===== config.mk =====
export PLATFORM = sky130hd
export DESIGN_NAME = tset_aging_ctrl
export DESIGN_NICKNAME = d
export VERILOG_FILES = /design/src/rtl/tset_aging_ctrl_pkg.sv /design/src/rtl/tset_expiry_cmp.sv /design/src/rtl/tset_aging_ctrl.sv
export SDC_FILE = /design/constraint.sdc
export NUM_CORES = 1
export LEC_CHECK = 0
export BUFFER_PORTS_ARGS = -buffer_cell sky130_fd_sc_hd__buf_4
export CORE_AREA = 2 2 144 76
export DETAILED_ROUTE_END_ITERATION = 10
export DIE_AREA = 0 0 146 78
export PLACE_DENSITY = 0.74
export SYNTH_ARGS = -nofsm -noshare
export SYNTH_HDL_FRONTEND = slang
export SYNTH_SLANG_ARGS = --single-unit

===== constraint.sdc =====
create_clock -name clk -period 4 [get_ports clk]
set_clock_uncertainty 0.15 [all_clocks]
set_input_delay 0.6 -clock clk [delete_from_list [all_inputs] [get_ports clk]]
set_output_delay 0.6 -clock clk [all_outputs]
set_load 0.01 [all_outputs]

===== src/rtl/tset_aging_ctrl_pkg.sv =====
// Shared types for the topic-subscription expiry table and its aging scanner.
// Entry/address types here describe the default table geometry.
package tset_aging_ctrl_pkg;

  localparam int TID_NBITS_DEF          = 10;
  localparam int SCI_NBITS_DEF          = 4;
  localparam int SUB_EXP_TIME_NBITS_DEF = 16;
  localparam int TSET_ADDR_NBITS        = TID_NBITS_DEF + SCI_NBITS_DEF;

  typedef struct packed {
    logic                              valid;
    logic [SUB_EXP_TIME_NBITS_DEF-1:0] exp_time;
  } tset_entry_type;

  typedef enum logic [2:0] {
    ST_IDLE,
    ST_RD,
    ST_EVAL,
    ST_CLR,
    ST_NOTIFY,
    ST_WAIT
  } aging_state_e;

endpackage


===== src/rtl/tset_expiry_cmp.sv =====
// Wrap-safe expiry test: an entry is expired when now is strictly ahead of
// exp_time by less than half the time-base range.
module tset_expiry_cmp #(
  parameter int SUB_EXP_TIME_NBITS = 16
) (
  input  logic [SUB_EXP_TIME_NBITS-1:0] now_sub,
  input  logic                          valid,
  input  logic [SUB_EXP_TIME_NBITS-1:0] exp_time,
  output logic                          expired
);

  logic [SUB_EXP_TIME_NBITS-1:0] diff;

  assign diff    = now_sub - exp_time;
  assign expired = valid && (diff != '0) && !diff[SUB_EXP_TIME_NBITS-1];

endmodule


===== src/rtl/tset_aging_ctrl.sv =====
// Expiry table controller: arbitrates the RAM write port between refreshes
// and a background scanner that clears and reports expired {tid, sci} entries.
module tset_aging_ctrl
  import tset_aging_ctrl_pkg::*;
#(
  parameter int TID_NBITS          = 10,
  parameter int SCI_NBITS          = 4,
  parameter int SUB_EXP_TIME_NBITS = 16,
  parameter int REAL_TIME_NBITS    = 32
) (
  input  logic                               clk,
  input  logic                               rst_n,
  input  logic [REAL_TIME_NBITS-1:0]         current_time,
  input  logic                               scan_enable,
  input  logic [15:0]                        scan_gap,
  input  logic                               tset_wr,
  input  logic [TID_NBITS+SCI_NBITS-1:0]     tset_waddr,
  input  logic [SUB_EXP_TIME_NBITS-1:0]      tset_wdata,
  output logic                               tset_ram_rd,
  output logic [TID_NBITS+SCI_NBITS-1:0]     tset_ram_raddr,
  input  logic [SUB_EXP_TIME_NBITS:0]        tset_ram_rdata,
  output logic                               tset_ram_wr,
  output logic [TID_NBITS+SCI_NBITS-1:0]     tset_ram_waddr,
  output logic [SUB_EXP_TIME_NBITS:0]        tset_ram_wdata,
  output logic                               expire_valid,
  input  logic                               expire_ready,
  output logic [TID_NBITS-1:0]               expire_tid,
  output logic [SCI_NBITS-1:0]               expire_sci,
  output logic                               scan_busy,
  output logic                               scan_done,
  output logic [15:0]                        expire_cnt
);

  localparam int AW = TID_NBITS + SCI_NBITS;
  localparam logic [AW-1:0] LAST_ADDR = '1;

  aging_state_e state_q, state_d;
  logic [AW-1:0] idx_q, idx_d;
  logic [15:0]   gap_q, gap_d;
  logic [15:0]   cnt_q, cnt_d;
  logic          hit_q, hit_d;
  logic          done_q, done_d;
  logic          do_next;
  logic          wr_hit;
  logic          expired;
  logic [SUB_EXP_TIME_NBITS-1:0] now_sub;
  logic          unused_time_bits;

  assign now_sub          = current_time[REAL_TIME_NBITS-1 -: SUB_EXP_TIME_NBITS];
  assign unused_time_bits = ^current_time[REAL_TIME_NBITS-SUB_EXP_TIME_NBITS-1:0];
  assign wr_hit           = tset_wr && (tset_waddr == idx_q);

  tset_expiry_cmp #(.SUB_EXP_TIME_NBITS(SUB_EXP_TIME_NBITS)) u_cmp (
    .now_sub  (now_sub),
    .valid    (tset_ram_rdata[SUB_EXP_TIME_NBITS]),
    .exp_time (tset_ram_rdata[SUB_EXP_TIME_NBITS-1:0]),
    .expired  (expired)
  );

  always_ff @(posedge clk or negedge rst_n) begin
    if (!rst_n) begin
      state_q <= ST_IDLE;
      idx_q   <= '0;
      gap_q   <= '0;
      cnt_q   <= '0;
      hit_q   <= 1'b0;
      done_q  <= 1'b0;
    end else begin
      state_q <= state_d;
      idx_q   <= idx_d;
      gap_q   <= gap_d;
      cnt_q   <= cnt_d;
      hit_q   <= hit_d;
      done_q  <= done_d;
    end
  end

  always_comb begin
    state_d = state_q;
    idx_d   = idx_q;
    gap_d   = gap_q;
    cnt_d   = cnt_q;
    hit_d   = hit_q;
    done_d  = 1'b0;
    do_next = 1'b0;
    case (state_q)
      ST_IDLE: if (scan_enable) begin
        idx_d   = '0;
        state_d = ST_RD;
      end
      ST_RD: begin
        if (wr_hit) hit_d = 1'b1;
        state_d = ST_EVAL;
      end
      // A same-cycle refresh also counts: rdata is stale for this entry.
      ST_EVAL: if (expired && !(hit_q || wr_hit)) state_d = ST_CLR;
               else                               do_next = 1'b1;
      ST_CLR: begin
        if (tset_wr) begin
          if (wr_hit) do_next = 1'b1;
        end else begin
          cnt_d   = cnt_q + 16'd1;
          state_d = ST_NOTIFY;
        end
      end
      ST_NOTIFY: if (expire_ready) do_next = 1'b1;
      ST_WAIT: begin
        if (!scan_enable)       state_d = ST_IDLE;
        else if (gap_q == '0) begin
          idx_d   = '0;
          state_d = ST_RD;
        end else                gap_d = gap_q - 16'd1;
      end
      default: state_d = ST_IDLE;
    endcase
    if (do_next) begin
      hit_d = 1'b0;
      if (idx_q == LAST_ADDR) begin
        done_d  = 1'b1;
        gap_d   = scan_gap;
        state_d = ST_WAIT;
      end else if (!scan_enable) begin
        state_d = ST_IDLE;
      end else begin
        idx_d   = idx_q + 1'b1;
        state_d = ST_RD;
      end
    end
  end

  always_comb begin
    tset_ram_wr    = 1'b0;
    tset_ram_waddr = '0;
    tset_ram_wdata = '0;
    if (tset_wr) begin
      tset_ram_wr    = 1'b1;
      tset_ram_waddr = tset_waddr;
      tset_ram_wdata = {1'b1, tset_wdata};
    end else if (state_q == ST_CLR) begin
      tset_ram_wr    = 1'b1;
      tset_ram_waddr = idx_q;
    end
  end

  assign tset_ram_rd    = (state_q == ST_RD);
  assign tset_ram_raddr = (state_q == ST_RD) ? idx_q : '0;
  assign expire_valid   = (state_q == ST_NOTIFY);
  assign expire_tid     = idx_q[AW-1 -: TID_NBITS];
  assign expire_sci     = idx_q[SCI_NBITS-1:0];
  assign scan_busy      = (state_q == ST_RD) || (state_q == ST_EVAL) ||
                          (state_q == ST_CLR) || (state_q == ST_NOTIFY);
  assign scan_done      = done_q;
  assign expire_cnt     = cnt_q;

endmodule


==> results.cfg, run 1 <==
[die]
placementRows = 26
die_y_um = 78
core_area_um2 = 10000
start_util = 0.441
num_io_pins = 180
dieArea_um2 = 11400
fp.dieW_um = 146

[critical_path]
r2r_end = gap_q[11]$_DFF_PN0_
startpoint = current_time[16]
critical_path_arrival_ns = 4.00
crit_path_end_kind = register
rr_startpoint = gap_q[0]$_DFF_PN0_
start_kind = primary input
rr_worst_depth = 9
required_ns = 4.02
crit_fanout = 9
criticalPathCategory = in2reg
reg2reg_slack_ns = 0.88

[clock_tree]
cts_inserted_buffers = 5
clk_path_buf_depth = 2
clkTransAtPathRegs_ns = 0.07
clock_latency_ns = 0.28
cts_sinks = 51
cts_hold_buffers = 0
cts_root_buf = clkbuf_16
cts_htree_levels = 2
cts_tree = built

[routing]
wl_per_cell_um = 14.6
viasPerCell = 5.27
drtIter0Drc = 212
wirelength_um = 12400
vias = 4465
ant_nets = 0
drc = 0
drt_pass1_iterations = 4

[cells_and_area]
finish.instance_area_um2 = 6370
instances_no_fill = 848
final_nets = 827
drive_gt1_frac = 0.356
n_antenna_cell = 0
syn_to_final_growth_pct = 44.1
n_fill_cell = 884

[logic_synthesis]
synth_edf_count = 0
synth_area_leader_cell = dfrtp_1
synth_area_um2 = 4420
async_flop_share = 1.00
synth_top_cells_by_count = 51 x dfrtp_1, 36 x nand2_1, 36 x xnor2_1
synth_ff_type = dfrtp_1
ys_seq_area_frac = 0.289
ys_ff_latch = 51
synth.distinct_cells = 65
yosys-top-cells-area = dfrtp_1 29%, xnor2_1 7.1%, ha_1 5.4%, and2_1 5.0%, mux2_1 3.8%
postSynthCellCount = 524
synth_nets = 644
yosys.cell_count.top_type = dfrtp_1
synth.avg_cell_area_um2 = 8.44
ys_warn_count = 0
synth_top_area_frac = 0.289

[global_route]
grtUsageTotal = 0.209
grt_max_degree = 52
antenna_found_initial = 0
grt_pass1_vias = 4336
overflow = 0
grt_pass1_wl_um = 20100

[pwr]
ir_drop_uv = 243
power_mw = 2.36
pwr_density_cell_nw_per_um2 = 370
p_leak_nw = 3.12

[placed_design]
dp_cells = 834
gp_congestion = 0.833
numPortBuffers = 163
detailed_place.area_um2 = 6070
hpwl_um = 9460

[sta]
period_needed_ns = 3.97
fin_crit_sh = 0.993
hold_ws_ns = 0.195
relSlewSlack = 0.330
slew_violations = 0
rsz0062_at_grt = yes
hold_viol = 0
fmax_mhz = 252
tightest_slew_ns = 0.998
finalSetupViolCount = 0

[status]
outcome = completed

[hold_path]
hold_path.class = in2async

[flow_run]
cap_violations = 0
## sequential cells by signal, indices dropped and copies added (netlist names)
register    count
expire_cnt     16
gap_q          16
hit_q           1
idx_q          14
scan_done       1
state_q         3
## cell families after synthesis
family                     Yosys count  share of synthesized area
and+or+nand+nor                    214                      0.260
AOI/OAI and AO/OA                  100                      0.165
buffers and inverters               60                     0.0577
DFF                                 51                      0.289
xor gates and xnor gates            49                     0.0970
muxes                               29                     0.0716
adders and majority gates           21                     0.0605
## cell type report
cell class	instances	area (um^2)	share of cell area
Multi-Input combinational cell	413	3000	0.470
Timing Repair Buffer	208	1640	0.257
Sequential cell	51	1280	0.200
Tap cell	140	175	0.0275
Clock buffer	6	139	0.0218
Inverter	28	113	0.0177
Clock inverter	2	38.8	0.00609
## cell usage in the layout (no fill, tap or decap), drive strengths merged, types with 6 or more instances in the layout
master	instances
nand3	26
nor3	11
nor2	35
inv	29
dfrtp	51
a21oi	13
mux2	21
buf	207
mux2i	8
and3	18
nor2b	7
clkbuf	7
nand2	37
xnor2	36
xor2	13
ha	19
a22o	16
or4	6
and2	35
o22ai	8
nand4	11
o21ai	16
## metal layers
metal  global-route usage  part of all wire  vias up
met3               0.0324             0.037        4
met2                0.397              0.52      109
met5                    0                 0        -
met4               0.0311            0.0058        0
li1                     -                 -     2243
met1                0.256              0.44     2109
## repair_timing
action	4_1_cts	5_1_grt
pin swaps	0	1
setup buffers	0	4
cloned	0	2
endpoints found under the setup margin	11	24
gates resized for setup	2	12
## report_power, final
part | leakage, nW | total, mW | internal (mW) | switching, mW
logic | 2.36 | 1.08 | 0.574 | 0.508
registers | 0.681 | 0.773 | 0.623 | 0.150
clock network | 0.0875 | 0.502 | 0.315 | 0.187
## worst max-delay path, cell delays in order
cell and delay (ns):
buf_8 0.08, inv_8 0.03, ha_4 0.15, fa_2 0.37, and2b_2 0.26, o31ai_4 0.08, a221o_1 0.36, o2bb2ai_2 0.12
or4b_1 0.51, or4_4 0.45, a32oi_2 0.26, and2_4 0.25, buf_12 0.15, mux2_1 0.32
## metrics by stage
| stage | util | worst slack (ns) | setup TNS [ns] |
|---|---|---|---|
| after floorplan | - | -0.0174 | -0.139 |
| after global placement | 0.606 | -0.248 | -5.34 |
| after detailed placement | 0.606 | -0.357 | -8.32 |
| after CTS | 0.625 | 0.0286 | 0 |
| after global routing | 0.636 | -0.0510 | -0.575 |
| final | 0.636 | 0.0265 | 0 |
## worst max path at each step
stage | to | slack [ns] | depth (start not counted)
final | gap_q[2]$_DFF_PN0_ | 0.03 | 14
after global routing | gap_q[5]$_DFF_PN0_ | -0.05 | 14
after CTS | gap_q[15]$_DFF_PN0_ | 0.03 | 14
after detailed placement | gap_q[15]$_DFF_PN0_ | -0.36 | 14
after global placement | gap_q[15]$_DFF_PN0_ | -0.25 | 14
after floorplan | gap_q[10]$_DFF_PN0_ | -0.02 | 14
Power figures use the tool's default switching activity.
==> run 2: changes to the inputs <==
- RECOVER_POWER: default -> 25
==> results.cfg, run 2 (synthesis gave the netlist of run 1 again) <==
[global_route]
grt_pass1_vias = 4336
grt_max_degree = 52
grtUsageTotal = 0.209
antenna_found_initial = 0
use_met1 = 0.256
gr-usage-met3 = 0.0324
overflow = 0
grt-busiest-layer = met2
gr-usage-met2 = 0.397
grt_pass1_wl_um = 20100

[placed_design]
numPortBuffers = 163
gp_congestion = 0.833
dp_cells = 834
hpwl_um = 9460

[sta]
hold_viol = 0
period_needed_ns = 3.98
finalSetupViolCount = 0
hold_ws_ns = 0.335
fmax_mhz = 251
tightest_slew_ns = 2.83
fin_crit_sh = 0.994
rsz0062_at_grt = yes
relSlewSlack = -0.887
slew_violations = 52

[die]
die_y_um = 78
fp.dieW_um = 146
start_util = 0.441
num_io_pins = 180
core_area_um2 = 10000
dieArea_um2 = 11400
placementRows = 26

[critical_path]
start_kind = primary input
critPathMaxStageDelay_ns = 0.51
crit_path_end_kind = register
crit_slowest_cell = or4b_1
crit_fanout = 9
critPathTopFamily = simple AND/OR/NAND/NOR gates
crit_buf_inv = 3
criticalPathCategory = in2reg
path_cells = buf_8 > inv_8 > ha_4 > fa_2 > and2b_2 > o31ai_4 > a221o_1 > o2bb2ai_2 > or4b_1 > or4_4 > a32oi_2 > and2_4 > buf_12 > mux2_1
required_ns = 4.02
critical_path_arrival_ns = 4.00

[cells_and_area]
instances_no_fill = 848
n_fill_cell = 884
n_antenna_cell = 0
final_common_cell = buf_4
drive_gt1_frac = 0.355
syn_to_final_growth_pct = 44.0
final_nets = 827
final_cell_mix = 199 x buf_4, 51 x dfrtp_1, 36 x nand2_1, 36 x xnor2_1, 35 x nor2_1

[routing]
vias = 4458
ant_nets = 0
viasPerCell = 5.26
wirelength_um = 12400
drt_pass1_iterations = 4
drtIter0Drc = 212
wl_per_cell_um = 14.6
drc = 0

[pwr]
pwr_density_cell_nw_per_um2 = 370
ir_drop_uv = 243
p_leak_nw = 3.12

[flow_run]
cap_violations = 1

[status]
violations = capacitance limit, slew limit
outcome = complete, but fails checks

[clock_tree]
cts_tree = built
cts_root_buf = clkbuf_16
clk_path_buf_depth = 2
cts_hold_buffers = 0
cts_htree_levels = 2
clkTransAtPathRegs_ns = 0.07
cts_sinks = 51
clock_latency_ns = 0.28
cts_inserted_buffers = 5

[hold_path]
hold_path.class = reg2reg
run 2: cell types whose count changed in the layout (fill, tap and decap cells not counted):
cell / before / now
buf_4: 200 / 199
clkbuf_1: 0 / 1
run 2: per-layer routing:
layer	wire length, um	up-vias	share of wire
li1	-	2243	-
met1	5490	2115	0.44
met2	6400	96	0.52
met3	412	4	0.033
met4	72	0	0.0058
met5	0	-	0
run 2: where the power goes:
group	switching (mW)	internal [mW]	total, mW	leakage (nW)
Sequential	0.150	0.623	0.773	0.681
Combinational	0.508	0.573	1.08	2.35
Clock	0.187	0.315	0.502	0.0875
run 2: per-stage QoR:
step | setup WS, ns | cell area, um^2 | total power [mW] | TNS (ns) | util
global placement | -0.248 | 6070 | 1.78 | -5.34 | 0.606
finish | 0.0236 | 6370 | 2.36 | 0 | 0.636
detailed placement | -0.357 | 6070 | 1.81 | -8.32 | 0.606
global route | -0.0510 | 6370 | 2.51 | -0.575 | 0.636
floorplan | -0.0174 | 4500 | 1.40 | -0.139 | -
CTS | 0.0286 | 6260 | 2.32 | 0 | 0.625
run 2: final timing paths:
| check | slack, ns | to | cells past startpoint | from |
|---|---|---|---|---|
| setup / recovery | 0.02 | gap_q[2]$_DFF_PN0_ | 14 | current_time[16] |
| hold / removal | 0.33 | expire_cnt[15]$_DFFE_PN0P_ | 1 | expire_cnt[15]$_DFFE_PN0P_ |
| setup reg to reg | 0.88 | gap_q[11]$_DFF_PN0_ | 9 | gap_q[0]$_DFF_PN0_ |
| hold reg to reg | 0.33 | expire_cnt[15]$_DFFE_PN0P_ | 1 | expire_cnt[15]$_DFFE_PN0P_ |
| max in group asynchronous | 1.03 | expire_cnt[5]$_DFFE_PN0P_ | 1 | rst_n |
| min in group asynchronous | 1.07 | hit_q$_DFFE_PN0P_ | 1 | rst_n |
run 2: cell type report:
class                           count  area (um^2)  area share
Inverter                           28          113      0.0177
Tap cell                          140          175      0.0275
Timing Repair Buffer              208         1630       0.256
Multi-Input combinational cell    413         3000       0.470
Clock inverter                      2         38.8     0.00609
Sequential cell                    51         1280       0.200
Clock buffer                        6          139      0.0218
run 2: repair_timing:
| action | CTS | global route |
|---|---|---|
| pin swaps | 0 | 1 |
| resized for setup | 2 | 12 |
| gates cloned | 0 | 2 |
| setup endpoints to repair | 11 | 24 |
| setup buffers | 0 | 4 |
==> run 3: changes to the inputs <==
--- a/config.mk
+++ b/config.mk
@@ -11,3 +11,3 @@
 export DIE_AREA = 0 0 146 78
-export PLACE_DENSITY = 0.74
+export PLACE_DENSITY_LB_ADDON = 0.08
 export RECOVER_POWER = 25
==> constraint.sdc (replaced) <==
create_clock -name clk -period 4 [get_ports clk]
set_clock_uncertainty 0.15 [all_clocks]
set_input_delay 0.4 -clock clk [delete_from_list [all_inputs] [get_ports clk]]
set_output_delay 0.4 -clock clk [all_outputs]
set_load 0.01 [all_outputs]
==> results.cfg, run 3 (synthesis gave the netlist of run 1 again) <==
[flow_run]
cap_violations = 1

[clock_tree]
cts_htree_levels = 2
cts_sinks = 51
cts_hold_buffers = 0
cts_root_buf = clkbuf_16
clk_path_buf_depth = 2
clock_latency_ns = 0.29
cts_tree = built
clkTransAtPathRegs_ns = 0.07
cts_inserted_buffers = 5

[critical_path]
crit_path_end_kind = register
required_ns = 4.06
criticalPathCategory = in2reg
crit_fanout = 10
start_kind = primary input
critical_path_arrival_ns = 3.91

[pwr]
p_switching_uw = 830
p_comb_frac = 0.445
power_mw = 2.21
ir_drop_uv = 211
power_frac_clock = 0.200
p_int_mw = 1.38
seqPwrFrac = 0.355
pwr_density_cell_nw_per_um2 = 365
p_leak_nw = 2.98
swShare = 0.376

[die]
start_util = 0.441
dieArea_um2 = 11400
num_io_pins = 180
fp.dieW_um = 146
core_area_um2 = 10000
placementRows = 26
die_y_um = 78

[global_route]
grt_pass1_vias = 4140
antenna_found_initial = 0
overflow = 0
grtUsageTotal = 0.209
grt_max_degree = 52
grt_pass1_wl_um = 19900

[hold_path]
hold_path.class = in2reg

[routing]
viasPerCell = 5.28
drt_pass1_iterations = 5
wl_met2_um = 5900
wl_met3_um = 591
ant_nets = 0
route.layer.met1.wl_um = 5310
routed.top_layer = met4
vias = 4373
wirelength_um = 11900
wl_per_cell_um = 14.4
drtIter0Drc = 188
drc = 0

[sta]
rsz0062_at_grt = yes
hold_ws_ns = 0.181
finalSetupViolCount = 0
fmax_mhz = 260
tightest_slew_ns = 2.77
relSlewSlack = -0.849
period_needed_ns = 3.84
fin_crit_sh = 0.961
slew_violations = 52
hold_viol = 0

[cells_and_area]
multi_input_area_um2 = 2910
finish.instance_area_um2 = 6060
n_fill_cell = 897
final_common_cell = buf_4
syn_to_final_growth_pct = 36.9
drive_gt1_frac = 0.310
final_nets = 807
n_antenna_cell = 0
ff_latch_area_um2 = 1280
final_cell_mix = 185 x buf_4, 51 x dfrtp_1, 36 x nand2_1, 36 x xnor2_1, 35 x nor2_1
final_util = 0.604

[status]
outcome = complete, but fails checks
violations = capacitance limit, slew limit

[placed_design]
numPortBuffers = 163
hpwl_um = 9190
detailed_place.area_um2 = 5880
gp_congestion = 0.895
-- run 3: changes by cell type in the layout (fill, tap and decap cells not counted), sizes merged --
cell and change:
inv -1, clkinvlp +1, buf -19, bufinv -1, clkbuf -1, clkinv +1
-- run 3: path summary, 6_finish.rpt --
kind,startpoint,to,slack (ns),cells past startpoint
min reg2reg,expire_cnt[15]$_DFFE_PN0P_,expire_cnt[15]$_DFFE_PN0P_,0.33,1
max reg2reg,idx_q[11]$_DFF_PN0_,idx_q[1]$_DFF_PN0_,0.91,11
max in group asynchronous,rst_n,expire_cnt[1]$_DFFE_PN0P_,1.28,1
min in group asynchronous,rst_n,hit_q$_DFFE_PN0P_,0.85,1
max,current_time[16],idx_q[1]$_DFF_PN0_,0.16,15
min,scan_gap[13],gap_q[13]$_DFF_PN0_,0.18,2
-- run 3: timing repair --
item	CTS	global route
endpoints found under the setup margin	0	29
buffers inserted	0	0
resized for setup	0	5
-- run 3: cell type report --
type,count,share of cell area
timing repair buffer,188,0.237
clock buffer,6,0.0229
clock inverter,2,0.00269
multi-input combinational,413,0.481
tap,140,0.0289
inverter,28,0.0174
sequential,51,0.211
-- run 3: per-layer routing --
metal | vias up | track usage
met5 | - | 0
met4 | 0 | 0.0466
met3 | 10 | 0.0353
met2 | 118 | 0.379
met1 | 2044 | 0.263
li1 | 2201 | -
-- run 3: power by group through the flow --
stage	sequential (mW)	clock [mW]	combinational, mW
global placement	0.788	0	0.960
global route	0.804	0.475	1.09
detailed placement	0.791	0	0.979
floorplan	0.736	0	0.633
finish	0.784	0.442	0.983
CTS	0.782	0.454	0.984
-- run 3: per-stage QoR --
stage               TNS (ns)  instances  worst slack, ns
floorplan                  0        524          0.00426
global placement       -4.94        820           -0.225
detailed placement     -5.58        820           -0.239
CTS                        0        828           0.0595
global route         -0.0898        828          -0.0421
finish                     0        828            0.155
-- run 3: critical path, cell delays in order --
cell and delay, ns:
buf_4 0.07, inv_1 0.03, ha_1 0.21, fa_1 0.40
and2b_1 0.24, o31ai_2 0.07, a221o_1 0.31, o2bb2ai_1 0.12
or4b_1 0.52, or4_4 0.58, a32oi_2 0.21, buf_4 0.21
and3_1 0.20, buf_4 0.16, mux2i_1 0.18
